--- config.mk ---
export PLATFORM = sky130hd
export DESIGN_NAME = pad8_square
export DESIGN_NICKNAME = d
export VERILOG_FILES = /design/src/rtl/facedet_pkg.sv /design/src/rtl/pad_xy_cnt.sv /design/src/rtl/pad8_square.sv
export SDC_FILE = /design/constraint.sdc
export NUM_CORES = 1
export LEC_CHECK = 0
export ABC_AREA = 1
export ABC_CLOCK_PERIOD_IN_PS = 3200
export CELL_PAD_IN_SITES_DETAIL_PLACEMENT = 1
export CELL_PAD_IN_SITES_GLOBAL_PLACEMENT = 2
export CORE_MARGIN = 5
export CORE_UTILIZATION = 32
export DETAILED_ROUTE_END_ITERATION = 8
export PLACE_DENSITY_LB_ADDON = 0.1
export SLEW_MARGIN = 20
export SYNTH_ARGS = -nofsm -noshare
export SYNTH_HDL_FRONTEND = slang
export SYNTH_SLANG_ARGS = --single-unit
--- constraint.sdc ---
create_clock -name clk -period 3.2 [get_ports clk]
set_input_delay 0.48 -clock clk [delete_from_list [all_inputs] [get_ports clk]]
set_output_delay 0.48 -clock clk [all_outputs]
set_load 0.01 [all_outputs]
--- src/rtl/facedet_pkg.sv ---
// Shared types and helpers for the face-detection pixel pipeline:
// pixel width default, pad pixel value, stream FSM states and ceil8.
package facedet_pkg;

    localparam int          PIX_W_DEFAULT     = 32;
    localparam logic [31:0] PAD_VALUE_DEFAULT = 32'd0;

    typedef enum logic [1:0] {
        IDLE,
        STREAM,
        DONE
    } state_t;

    // Rounds v up to the next multiple of 8; one extra bit keeps the carry.
    function automatic logic [32:0] ceil8(input logic [31:0] v);
        logic [32:0] s;
        s = {1'b0, v} + 33'd7;
        return s & ~33'h7;
    endfunction

endpackage

--- src/rtl/pad_xy_cnt.sv ---
// Raster x/y position counter with programmable column/row counts.
// eol flags the last column, eof the last column of the last row.
module pad_xy_cnt #(
    parameter int CW = 17
) (
    input  logic          clk,
    input  logic          reset,
    input  logic          clear,
    input  logic          advance,
    input  logic [CW-1:0] x_limit,
    input  logic [CW-1:0] y_limit,
    output logic [CW-1:0] x,
    output logic [CW-1:0] y,
    output logic          eol,
    output logic          eof
);

    localparam logic [CW-1:0] ONE = CW'(1);

    assign eol = (x == x_limit - ONE);
    assign eof = eol && (y == y_limit - ONE);

    always_ff @(posedge clk) begin
        if (!reset || clear) begin
            x <= '0;
            y <= '0;
        end else if (advance) begin
            if (eol) begin
                x <= '0;
                y <= eof ? '0 : y + ONE;
            end else begin
                x <= x + ONE;
            end
        end
    end

endmodule

--- src/rtl/pad8_square.sv ---
// Pads a raster pixel stream to an 8-aligned frame, square when the
// PAD_SQUARE_EN macro is defined, else ceil8(width) x ceil8(height).
module pad8_square
    import facedet_pkg::*;
#(
    parameter int               PIX_W     = PIX_W_DEFAULT,
    parameter int               DIM_W     = 16,
    parameter logic [PIX_W-1:0] PAD_VALUE = PIX_W'(PAD_VALUE_DEFAULT)
) (
    input  logic             clk,
    input  logic             reset,
    input  logic             start,
    input  logic [DIM_W-1:0] width,
    input  logic [DIM_W-1:0] height,
    input  logic             in_valid,
    output logic             in_ready,
    input  logic [PIX_W-1:0] in_data,
    output logic             out_valid,
    input  logic             out_ready,
    output logic [PIX_W-1:0] out_data,
    output logic             out_eol,
    output logic             out_eof,
    output logic [DIM_W:0]   size,
    output logic             busy,
    output logic             done
);

    localparam int SW = DIM_W + 1;

    state_t           state, state_next;
    logic [DIM_W-1:0] width_q, height_q;
    logic [SW-1:0]    cols_q, rows_q;
    logic [SW-1:0]    cols_next, rows_next;
    logic [SW-1:0]    cw, ch;
    logic [SW-1:0]    x, y;
    logic             eol, eof;
    logic             issued;
    logic             in_image;
    logic             load;
    logic             fire;
    logic             dims_ok;
    logic             accept_start;
    logic             done_next;
    logic             done_q;

    always_comb begin
        cw = SW'(ceil8(32'(width)));
        ch = SW'(ceil8(32'(height)));
`ifdef PAD_SQUARE_EN
        cols_next = (cw > ch) ? cw : ch;
        rows_next = cols_next;
`else
        cols_next = cw;
        rows_next = ch;
`endif
    end

    pad_xy_cnt #(
        .CW(SW)
    ) u_cnt (
        .clk     (clk),
        .reset   (reset),
        .clear   (accept_start),
        .advance (fire),
        .x_limit (cols_q),
        .y_limit (rows_q),
        .x       (x),
        .y       (y),
        .eol     (eol),
        .eof     (eof)
    );

    // issued marks that the final position has been loaded; the frame only
    // ends once that eof pixel actually drains from the output register.
    always_comb begin
        state_next   = state;
        done_next    = 1'b0;
        in_ready     = 1'b0;
        fire         = 1'b0;
        dims_ok      = (width != '0) && (height != '0);
        accept_start = 1'b0;
        in_image     = (x < {1'b0, width_q}) && (y < {1'b0, height_q});
        load         = !out_valid || out_ready;
        case (state)
            IDLE: begin
                if (start) begin
                    if (dims_ok) begin
                        accept_start = 1'b1;
                        state_next   = STREAM;
                    end else begin
                        done_next = 1'b1;
                    end
                end
            end
            STREAM: begin
                if (!issued && load) begin
                    if (in_image) begin
                        in_ready = 1'b1;
                        fire     = in_valid;
                    end else begin
                        fire = 1'b1;
                    end
                end
                if (issued && out_valid && out_ready && out_eof) begin
                    state_next = DONE;
                    done_next  = 1'b1;
                end
            end
            DONE:    state_next = IDLE;
            default: state_next = IDLE;
        endcase
    end

    always_ff @(posedge clk) begin
        if (!reset) begin
            state    <= IDLE;
            width_q  <= '0;
            height_q <= '0;
            cols_q   <= '0;
            rows_q   <= '0;
            issued   <= 1'b0;
            done_q   <= 1'b0;
        end else begin
            state  <= state_next;
            done_q <= done_next;
            if (state == IDLE && start) begin
                if (dims_ok) begin
                    width_q  <= width;
                    height_q <= height;
                    cols_q   <= cols_next;
                    rows_q   <= rows_next;
                end else begin
                    cols_q <= '0;
                    rows_q <= '0;
                end
                issued <= 1'b0;
            end else if (fire && eof) begin
                issued <= 1'b1;
            end
        end
    end

    always_ff @(posedge clk) begin
        if (!reset) begin
            out_valid <= 1'b0;
            out_data  <= '0;
            out_eol   <= 1'b0;
            out_eof   <= 1'b0;
        end else if (fire) begin
            out_valid <= 1'b1;
            out_data  <= in_image ? in_data : PAD_VALUE;
            out_eol   <= eol;
            out_eof   <= eof;
        end else if (out_ready) begin
            out_valid <= 1'b0;
        end
    end

    assign size = cols_q;
    assign busy = (state == STREAM);
    assign done = done_q;

endmodule

==> impl_metrics.json, run 1 <==
{
  "hold_viol_final": 0,
  "crit_path_end_kind": "flop",
  "clock_latency_ns": 0.42,
  "clock-root-buffer": "clkbuf_16",
  "io_buffers": 120,
  "met1_length_um": 13600,
  "maxCapViolCount": 0,
  "worstPathRequired_ns": 3.52,
  "tightest_slew_ns": 0.965,
  "dpl.hpwl_um": 21500,
  "cts_tree": "yes",
  "clkPwrFrac": 0.432,
  "syn_area_mm2": 0.00776,
  "globalRoute.totalOverflow": 0,
  "critPathArrivalTime_ns": 3.07,
  "final_nets": 1428,
  "num_vias": 7890,
  "insertedDiodeCount": 0,
  "fp.dieArea_mm2": 0.0275,
  "area_growth_pct": 29.4,
  "drt-pass1-iter-count": 4,
  "critPathMaxFanout": 23,
  "fin_setup_tns_ns": 0,
  "utilization": 0.417,
  "worstHoldPathType": "flop to flop",
  "p_comb_frac": 0.190,
  "drv_slew": 0,
  "crit_type": "flop to flop",
  "cp_num_buf_inv": 2,
  "synth.avg_cell_area_um2": 6.52,
  "hold_ws_ns": 0.458,
  "power.density_mw_per_mm2": 468,
  "place_congestion": 0.783,
  "routed_wl_um": 26800,
  "placedInstanceArea_mm2": 0.00942,
  "row_count": 57,
  "synth_cell_types": 37,
  "htree_levels": 4,
  "antenna_found_initial": 1,
  "rsz0062_at_grt": "false",
  "cts_buffers": 17,
  "fp.dieH_um": 166,
  "placedCellCount": 1630,
  "crit_family": "simple AND/OR/NAND/NOR gates",
  "finish.instance_area_mm2": 0.0100,
  "numClockSinks": 133,
  "setup_viol": 0,
  "setup_ws_ns": 0.452,
  "crit_chain": "ha_1 -> inv_1 -> nor2_1 -> nand2_1 -> nor2_1 -> nand2_1 -> nand3_1 -> nor2_1 -> nand3_2 -> nand2_2 -> inv_2 -> nand2_1 -> o21ai_0 -> nor2_1",
  "min_period_ns": 2.75,
  "ant_nets": 0,
  "ys_warn_count": 0,
  "cts_buffer_depth": 2,
  "fin_cells": 1662,
  "post-route-drc-count": 0,
  "clk_pin_slew_ns": 0.06,
  "core-area_mm2": 0.0241,
  "run_status": "finished, final reports clean",
  "drive_gt1_frac": 0.0725,
  "vdd_drop_max_mv": 0.329,
  "fin_skew_ns": 0.0147,
  "track_usage": 0.195,
  "pwr-share-seq": 0.378,
  "start_util": 0.322,
  "max_stage_delay_ns": 0.37,
  "p_leak_nw": 4.41,
  "switching_share": 0.296,
  "internal_power_mw": 3.31,
  "ys_seq_area_frac": 0.343,
  "place_ws_ns": 0.117,
  "first_iter_violations": 298,
  "highest-signal-layer": "met5",
  "fmax_mhz": 364,
  "min_period_over_period": 0.859,
  "wl_met2_um": 11400,
  "slowest_stage": "inv_2",
  "relSlewSlack": 0.356,
  "detail_route.vias_per_cell": 4.75,
  "wl_per_cell_um": 16.1,
  "start_kind": "flop",
  "die_w_um": 166,
  "num_io_pins": 124,
  "totalPowerFinal_mw": 4.70,
  "r2r_slack_ns": 0.45,
  "grt_pass1_wl_um": 43500,
  "path_common_cell": "nor2_1",
  "syn_inst": 1191,
  "fillCellCount": 3129,
  "ys_seq_elements": 133,
  "power_switching_mw": 1.39,
  "grt_pass1_vias": 8060,
  "grt_max_degree": 42,
  "route.met3.wl_um": 1520
}
==> power groups by stage <==
stage / clock network [mW] / logic [mW] / registers [mW]
after detailed placement: 0 / 0.905 / 1.81
final: 2.03 / 0.892 / 1.78
after global routing: 2.15 / 1.01 / 1.79
after global placement: 0 / 0.897 / 1.81
after floorplan: 0 / 0.535 / 1.82
after CTS: 2.08 / 0.910 / 1.78
==> path summary, 6_finish.rpt <==
check | end | cells after the start | startpoint
setup reg to reg | u_cnt.y[0]$_SDFFE_PP0P_ | 14 | u_cnt.x[15]$_SDFFE_PP0P_
hold / removal | height_q[0]$_SDFFE_PN0P_ | 2 | height_q[0]$_SDFFE_PN0P_
setup / recovery | u_cnt.y[0]$_SDFFE_PP0P_ | 14 | u_cnt.x[15]$_SDFFE_PP0P_
hold reg to reg | height_q[0]$_SDFFE_PN0P_ | 2 | height_q[0]$_SDFFE_PN0P_
==> layout by cell type (no fill, tap or decap), types with 18 or more instances in the layout <==
cell             count
inv_1              177
ha_1                34
nor2_1             123
xor2_1              18
o22ai_1             29
clkdlybuf4s50_1    119
buf_4               27
o21ai_0             41
a21oi_1             53
dfxtp_1            126
nand3_1            128
nand2_1            314
==> cell usage after synthesis (all sizes together) <==
master,instances,area [um2]
o21ai,47,235
xnor2,10,87.6
nand3b,6,45.0
xnor3,1,22.5
nor2,133,552
a21o,2,15.0
ha,34,425
and2,4,25.0
nand4,16,100
dfxtp,133,2660
nor4,8,50.1
clkbuf,17,63.8
nand2,320,1220
nor3,17,100
o22ai,29,181
or2,3,18.8
and3,1,6.26
conb,1,3.75
buf,18,115
a21oi,53,265
o31ai,3,22.5
o21bai,2,15.0
nor3b,2,15.0
inv,182,683
xor2,18,158
nand3,131,678
==> cell families after synthesis <==
logic type | share of synthesized area
fa+ha+maj | 0.0548
simple gates | 0.362
flops | 0.343
other cells | 0.000483
buf+inv | 0.111
xor+xnor | 0.0345
compound gates | 0.0946
==> state kept, by name, summed over array words and instances, names as in the netlist <==
register / count
out_valid: 1
u_cnt.y: 17
out_eof: 1
out_data: 32
state: 2
u_cnt.x: 17
out_eol: 1
issued: 1
done: 1
height_q: 16
width_q: 16
rows_q: 14
size: 14
==> worst register-to-register path, cell delays in order, from the launching register on <==
cell and delay, ns:
dfxtp_1 0.35, ha_1 0.29, inv_1 0.04, nor2_1 0.20, nand2_1 0.08, nor2_1 0.20
nand2_1 0.11, nand3_1 0.12, nor2_1 0.08, nand3_2 0.13, nand2_2 0.11, inv_2 0.37
nand2_1 0.30, o21ai_0 0.22, nor2_1 0.06
==> per-layer routing <==
| layer | vias up | GRT usage |
|---|---|---|
| li1 | 4058 | - |
| met1 | 3689 | 0.277 |
| met4 | 2 | 0.0448 |
| met2 | 120 | 0.294 |
| met3 | 21 | 0.0543 |
| met5 | - | 0 |
==> cell type report <==
class	count	area (um2)	area share
Multi-Input combinational cell	843	4250	0.423
Timing Repair Buffer	148	1430	0.142
Clock inverter	15	181	0.0181
Clock buffer	17	425	0.0424
Sequential cell	133	2670	0.266
Tap cell	324	405	0.0404
Inverter	182	683	0.0680
==> timing repair <==
item	4_1_cts	5_1_grt
setup endpoints to repair	1	1
gates resized for setup	1	7
setup buffers	0	0
hold buffers	0	0
No activity file was read; power rests on OpenSTA's default activity.
==> run 2: changes to the inputs <==
ABC_CLOCK_PERIOD_IN_PS = 2500   (was 3200)
CORE_UTILIZATION = 26   (was 32)
SLEW_MARGIN = 5   (was 20)
clock period = 2.5 ns   (was 3.2 ns; I/O delays follow)
==> run 2 against run 1 <==
Against the previous run: sequential share of layout area shrank 2.2 points; clock skew up 0.0030 ns; cell area rose by 8.9%; final cell count increased by 7.8%; combinational power grew 45%; global-route usage down 2.3 points; die area increased by 22%.
==> impl_metrics.json, run 2 (synthesis gave the netlist of run 1 again) <==
{
  "fin_cells": 1791,
  "crit_path_end_kind": "flop",
  "crit_type": "flop to flop",
  "clock-root-buffer": "clkbuf_16",
  "relSlewSlack": 0.603,
  "hold_viol_final": 0,
  "worstPathRequired_ns": 2.85,
  "track_usage": 0.172,
  "final_common_cell": "nand2_1",
  "num_vias": 8037,
  "r2r_start": "width_q[15]$_SDFFE_PN0P_",
  "cts_buffer_depth": 2,
  "path_common_cell": "nor2_4",
  "area_growth_pct": 40.9,
  "io_buffers": 120,
  "power.density_mw_per_mm2": 555,
  "slowest_stage": "dfxtp_1",
  "numClockSinks": 133,
  "p_leak_nw": 4.78,
  "startpoint": "width_q[15]$_SDFFE_PN0P_",
  "maxCapViolCount": 0,
  "fin_skew_ns": 0.0177,
  "start_util": 0.263,
  "placedCellCount": 1755,
  "grt_max_degree": 39,
  "grt_pass1_vias": 8101,
  "worstSetupEndpoint": "u_cnt.x[4]$_SDFFE_PP0P_",
  "core-area_mm2": 0.0296,
  "tightest_slew_ns": 0.590,
  "dpl.hpwl_um": 23400,
  "htree_levels": 4,
  "worst-r2r-cell-count": 18,
  "regMostFlops": "out_data",
  "die_w_um": 183,
  "cts_buffers": 17,
  "start_kind": "flop",
  "max_stage_delay_ns": 0.32,
  "crit_chain": "inv_1 -> ha_1 -> inv_2 -> nor2_4 -> o21ai_1 -> nand2_1 -> nor2_1 -> nand2_2 -> nor2_4 -> nand3_4 -> nand2_4 -> nor2_4 -> buf_12 -> nor2_4 -> buf_12 -> buf_4 -> nand2_1 -> nor2_1",
  "cts_tree": "yes",
  "fillCellCount": 3700,
  "totalPowerFinal_mw": 6.07,
  "ant_nets": 0,
  "wl_per_cell_um": 16.2,
  "cp.depth": 18,
  "insertedDiodeCount": 0,
  "largest_reg_flops": 32,
  "crit_family": "simple AND/OR/NAND/NOR gates",
  "critPathArrivalTime_ns": 2.74,
  "register_area_mm2": 0.00267,
  "antenna_found_initial": 1,
  "grt_pass1_wl_um": 45300,
  "detail_route.vias_per_cell": 4.49,
  "ctsHoldBuffers": 0,
  "worstHoldPathType": "flop to flop",
  "r2r_slack_ns": 0.11,
  "first_iter_violations": 321,
  "layout_common_cells": "nand2_1, inv_1, nand3_1",
  "drv_slew": 0,
  "place_congestion": 0.787,
  "post-route-drc-count": 0,
  "clk_pin_slew_ns": 0.06,
  "clock_latency_ns": 0.43,
  "row_count": 63,
  "vdd_drop_max_mv": 0.423,
  "min_period_ns": 2.39,
  "drive_gt1_frac": 0.148,
  "run_status": "finished, final reports clean",
  "final_nets": 1491,
  "min_period_over_period": 0.956,
  "fp.dieArea_mm2": 0.0334,
  "hold_depth": 2,
  "reg2reg_to": "u_cnt.x[4]$_SDFFE_PP0P_",
  "routed_wl_um": 28900,
  "setup_viol": 0,
  "fp.dieH_um": 183,
  "cp_num_buf_inv": 5,
  "largestRegisters": "out_data: 32 flops, u_cnt.x: 17 flops, u_cnt.y: 17 flops",
  "globalRoute.totalOverflow": 0,
  "drt-pass1-iter-count": 4,
  "fmax_mhz": 418,
  "multi_input_area_mm2": 0.00451,
  "critPathMaxFanout": 13,
  "rsz0062_at_grt": "true",
  "num_io_pins": 124
}
-- run 2: per-stage QoR --
step | setup WS (ns) | hold WS, ns | cell area (um2) | util | setup TNS (ns)
after floorplan | 0.492 | 0.429 | 7770 | - | 0
after global placement | -0.153 | 0.445 | 10000 | 0.339 | -7.61
after detailed placement | -0.193 | 0.454 | 10000 | 0.339 | -10.04
after CTS | 0.00652 | 0.468 | 10600 | 0.359 | 0
after global routing | -0.0373 | 0.483 | 10900 | 0.370 | -0.113
final | 0.110 | 0.464 | 10900 | 0.370 | 0
-- run 2: layer usage --
metal  up-vias  routed length, um  track usage
met2       105              12500        0.264
met4         2                163       0.0304
li1       4192                  -            -
met3        11               1570       0.0486
met1      3727              14700        0.244
met5         -                 13            0
-- run 2: report_power, final --
group	leakage [nW]	switching [mW]	internal, mW	total [mW]
Clock	0.281	1.17	1.34	2.51
Sequential	1.09	0.0606	2.21	2.27
Combinational	3.41	0.745	0.546	1.29
Total	4.78	1.98	4.09	6.07
-- run 2: area by class of cell --
class	count	area share
clock buffers	17	0.0389
clock inverters	15	0.0148
inverters	182	0.0627
multi-input cells	843	0.413
flip-flops and latches	133	0.244
well taps	390	0.0446
repair buffers	211	0.182
-- run 2: tightest hold or removal path: cells and delay by family (launching register included) --
family / cells / cell delay (ns)
compound gates: 1 / 0.05
flops: 1 / 0.33
simple gates: 1 / 0.05
-- run 2: repair_timing --
item	in CTS	in global routing
setup buffers	0	3
pin swaps	0	24
setup endpoints to repair	1	37
gates cloned	0	1
gates resized for setup	7	62
-- run 2: worst min-delay path by stage --
stage,start,end
after floorplan,width_q[0]$_SDFFE_PN0P_,width_q[0]$_SDFFE_PN0P_
after global placement,width_q[0]$_SDFFE_PN0P_,width_q[0]$_SDFFE_PN0P_
after detailed placement,width_q[0]$_SDFFE_PN0P_,width_q[0]$_SDFFE_PN0P_
after CTS,out_data[4]$_SDFFE_PN0P_,out_data[4]$_SDFFE_PN0P_
after global routing,height_q[0]$_SDFFE_PN0P_,height_q[0]$_SDFFE_PN0P_
final,width_q[0]$_SDFFE_PN0P_,width_q[0]$_SDFFE_PN0P_
==> run 3: changes to the inputs <==
CORE_MARGIN = default   (was 5)
GPL_TIMING_DRIVEN = 0   (was default)
==> run 3 against run 2 <==
Against the previous run: die area shrank 8.6%; sequential power is essentially flat; global-route usage grew 2.3 points; power shrank 0.14%; setup slack lost 0.038 ns; clock-buffer cell count is the same; critical path type is now flop to primary output; highest routed layer is now met4.
==> impl_metrics.json, run 3 (synthesis gave the netlist of run 1 again) <==
{
  "critPathMaxFanout": 6,
  "ant_nets": 0,
  "rsz0062_at_grt": "true",
  "min_period_ns": 2.43,
  "insertedDiodeCount": 0,
  "p_leak_nw": 4.51,
  "r2r_slack_ns": 0.13,
  "fillCellCount": 3725,
  "fp.dieArea_mm2": 0.0305,
  "setup_ws_ns": 0.0718,
  "relSlewSlack": 0.398,
  "setup_viol": 0,
  "place_congestion": 0.779,
  "num_io_pins": 124,
  "fmax_mhz": 412,
  "power.density_mw_per_mm2": 576,
  "start_kind": "flop",
  "cts_tree": "yes",
  "grt_pass1_vias": 8095,
  "register_area_mm2": 0.00271,
  "worstHoldEndpoint": "out_data[0]$_SDFFE_PN0P_",
  "grtUsageMet2": 0.309,
  "hold_depth": 3,
  "clk_pin_slew_ns": 0.07,
  "row_count": 62,
  "grtUsageMet3": 0.0383,
  "crit_type": "flop to primary output",
  "grt_max_degree": 17,
  "globalRoute.totalOverflow": 0,
  "min_period_over_period": 0.971,
  "gr-max-usage-layer": "met2",
  "fin_skew_ns": 0.0225,
  "vdd_drop_max_mv": 0.326,
  "area_growth_pct": 35.6,
  "utilization": 0.363,
  "final_nets": 1447,
  "layout_common_cells": "nand2_1, inv_1, nand3_1",
  "tightest_slew_ns": 0.902,
  "max_stage_delay_ns": 0.53,
  "cts_buffer_depth": 2,
  "post-route-drc-count": 0,
  "track_usage": 0.194,
  "cp_num_buf_inv": 1,
  "hold_viol_final": 0,
  "placedInstanceArea_mm2": 0.00943,
  "detail_route.vias_per_cell": 4.63,
  "finish.instance_area_mm2": 0.0105,
  "maxCapViolCount": 0,
  "multi_input_area_mm2": 0.00453,
  "place_ws_ns": -1.16,
  "routed_wl_um": 29600,
  "ctsHoldBuffers": 0,
  "num_vias": 8061,
  "core-area_mm2": 0.0290,
  "numClockSinks": 133,
  "final_common_cell": "nand2_1",
  "cts_buffers": 17,
  "drive_gt1_frac": 0.134,
  "min_from": "in_valid",
  "slowest_stage": "dfxtp_1",
  "grt_pass1_wl_um": 45500,
  "io_buffers": 118,
  "dpl.hpwl_um": 23300,
  "run_status": "finished, final reports clean",
  "worstPathRequired_ns": 2.12,
  "first_iter_violations": 282,
  "worst-r2r-cell-count": 17,
  "die_w_um": 175,
  "largest_reg_flops": 32,
  "htree_levels": 4,
  "worstHoldPathType": "input port to flop",
  "start_util": 0.268,
  "grt_util_met1": 0.266,
  "clock-root-buffer": "clkbuf_16",
  "crit_path_end_kind": "primary output",
  "crit_family": "simple AND/OR/NAND/NOR gates",
  "reg2reg_to": "u_cnt.y[2]$_SDFFE_PP0P_",
  "fp.dieH_um": 175,
  "drt-pass1-iter-count": 7,
  "regMostFlops": "out_data",
  "r2r_start": "size[3]$_SDFFE_PN0P_",
  "wl_per_cell_um": 17.0,
  "critPathArrivalTime_ns": 2.05,
  "largestRegisters": "out_data: 32 flops, u_cnt.x: 17 flops, u_cnt.y: 17 flops",
  "fin_setup_tns_ns": 0,
  "drv_slew": 0,
  "antenna_found_initial": 0,
  "clock_latency_ns": 0.44,
  "crit_chain": "ha_1 -> nand4_1 -> nor2_2 -> nand2_2 -> nand3_2 -> nor2_4 -> and3_4 -> buf_6"
}
run 3: worst max path at each step:
stage               slack [ns]  depth (start not counted)                        to                      from
floorplan                 0.49                         15  u_cnt.y[15]$_SDFFE_PP0P_      size[3]$_SDFFE_PN0P_
global placement         -1.08                          7                  in_ready                 out_ready
detailed placement       -1.16                         10     size[12]$_SDFFE_PN0P_                  width[2]
CTS                      -0.13                         11                  in_ready  u_cnt.x[14]$_SDFFE_PP0P_
global route             -0.03                         17   u_cnt.y[2]$_SDFFE_PP0P_      size[3]$_SDFFE_PN0P_
finish                    0.07                          8                  in_ready   u_cnt.y[9]$_SDFFE_PP0P_
run 3: layer usage:
layer / wire (um) / vias to the layer above / part of all wire
met4: 389 / 0 / 0.013
li1: - / 4126 / -
met2: 13200 / 125 / 0.45
met3: 1370 / 24 / 0.046
met5: 0 / - / 0
met1: 14600 / 3786 / 0.50
run 3: timing repair:
item	in CTS	in global routing
resized for setup	43	76
gates cloned	0	1
pin swaps	5	20
buffers inserted	3	12
endpoints found under the setup margin	100	79
run 3: metrics by stage:
stage | total power, mW | instances | hold WS (ns)
after floorplan | 3.01 | 1193 | 0.429
after global placement | 3.50 | 1695 | 0.448
after detailed placement | 3.50 | 1695 | 0.450
after CTS | 6.07 | 1729 | 0.365
after global routing | 6.37 | 1741 | 0.392
final | 6.06 | 1741 | 0.359
run 3: final cells by class:
type                    instances  area share
plain buffers                  33      0.0183
clock buffers                  17      0.0404
clock inverters                15      0.0147
inverters                     182      0.0651
multi-input cells             843       0.431
flip-flops and latches        133       0.257
well taps                     384      0.0456
repair buffers                134       0.128
run 3: where the power goes:
part	switching (mW)	total (mW)	internal, mW
Sequential	0.0634	2.27	2.21
Clock	1.19	2.53	1.33
Combinational	0.765	1.27	0.500
run 3: worst min-delay path: stages:
cell and delay (ns):
buf_1 0.18, nand3_1 0.13, a21oi_1 0.05
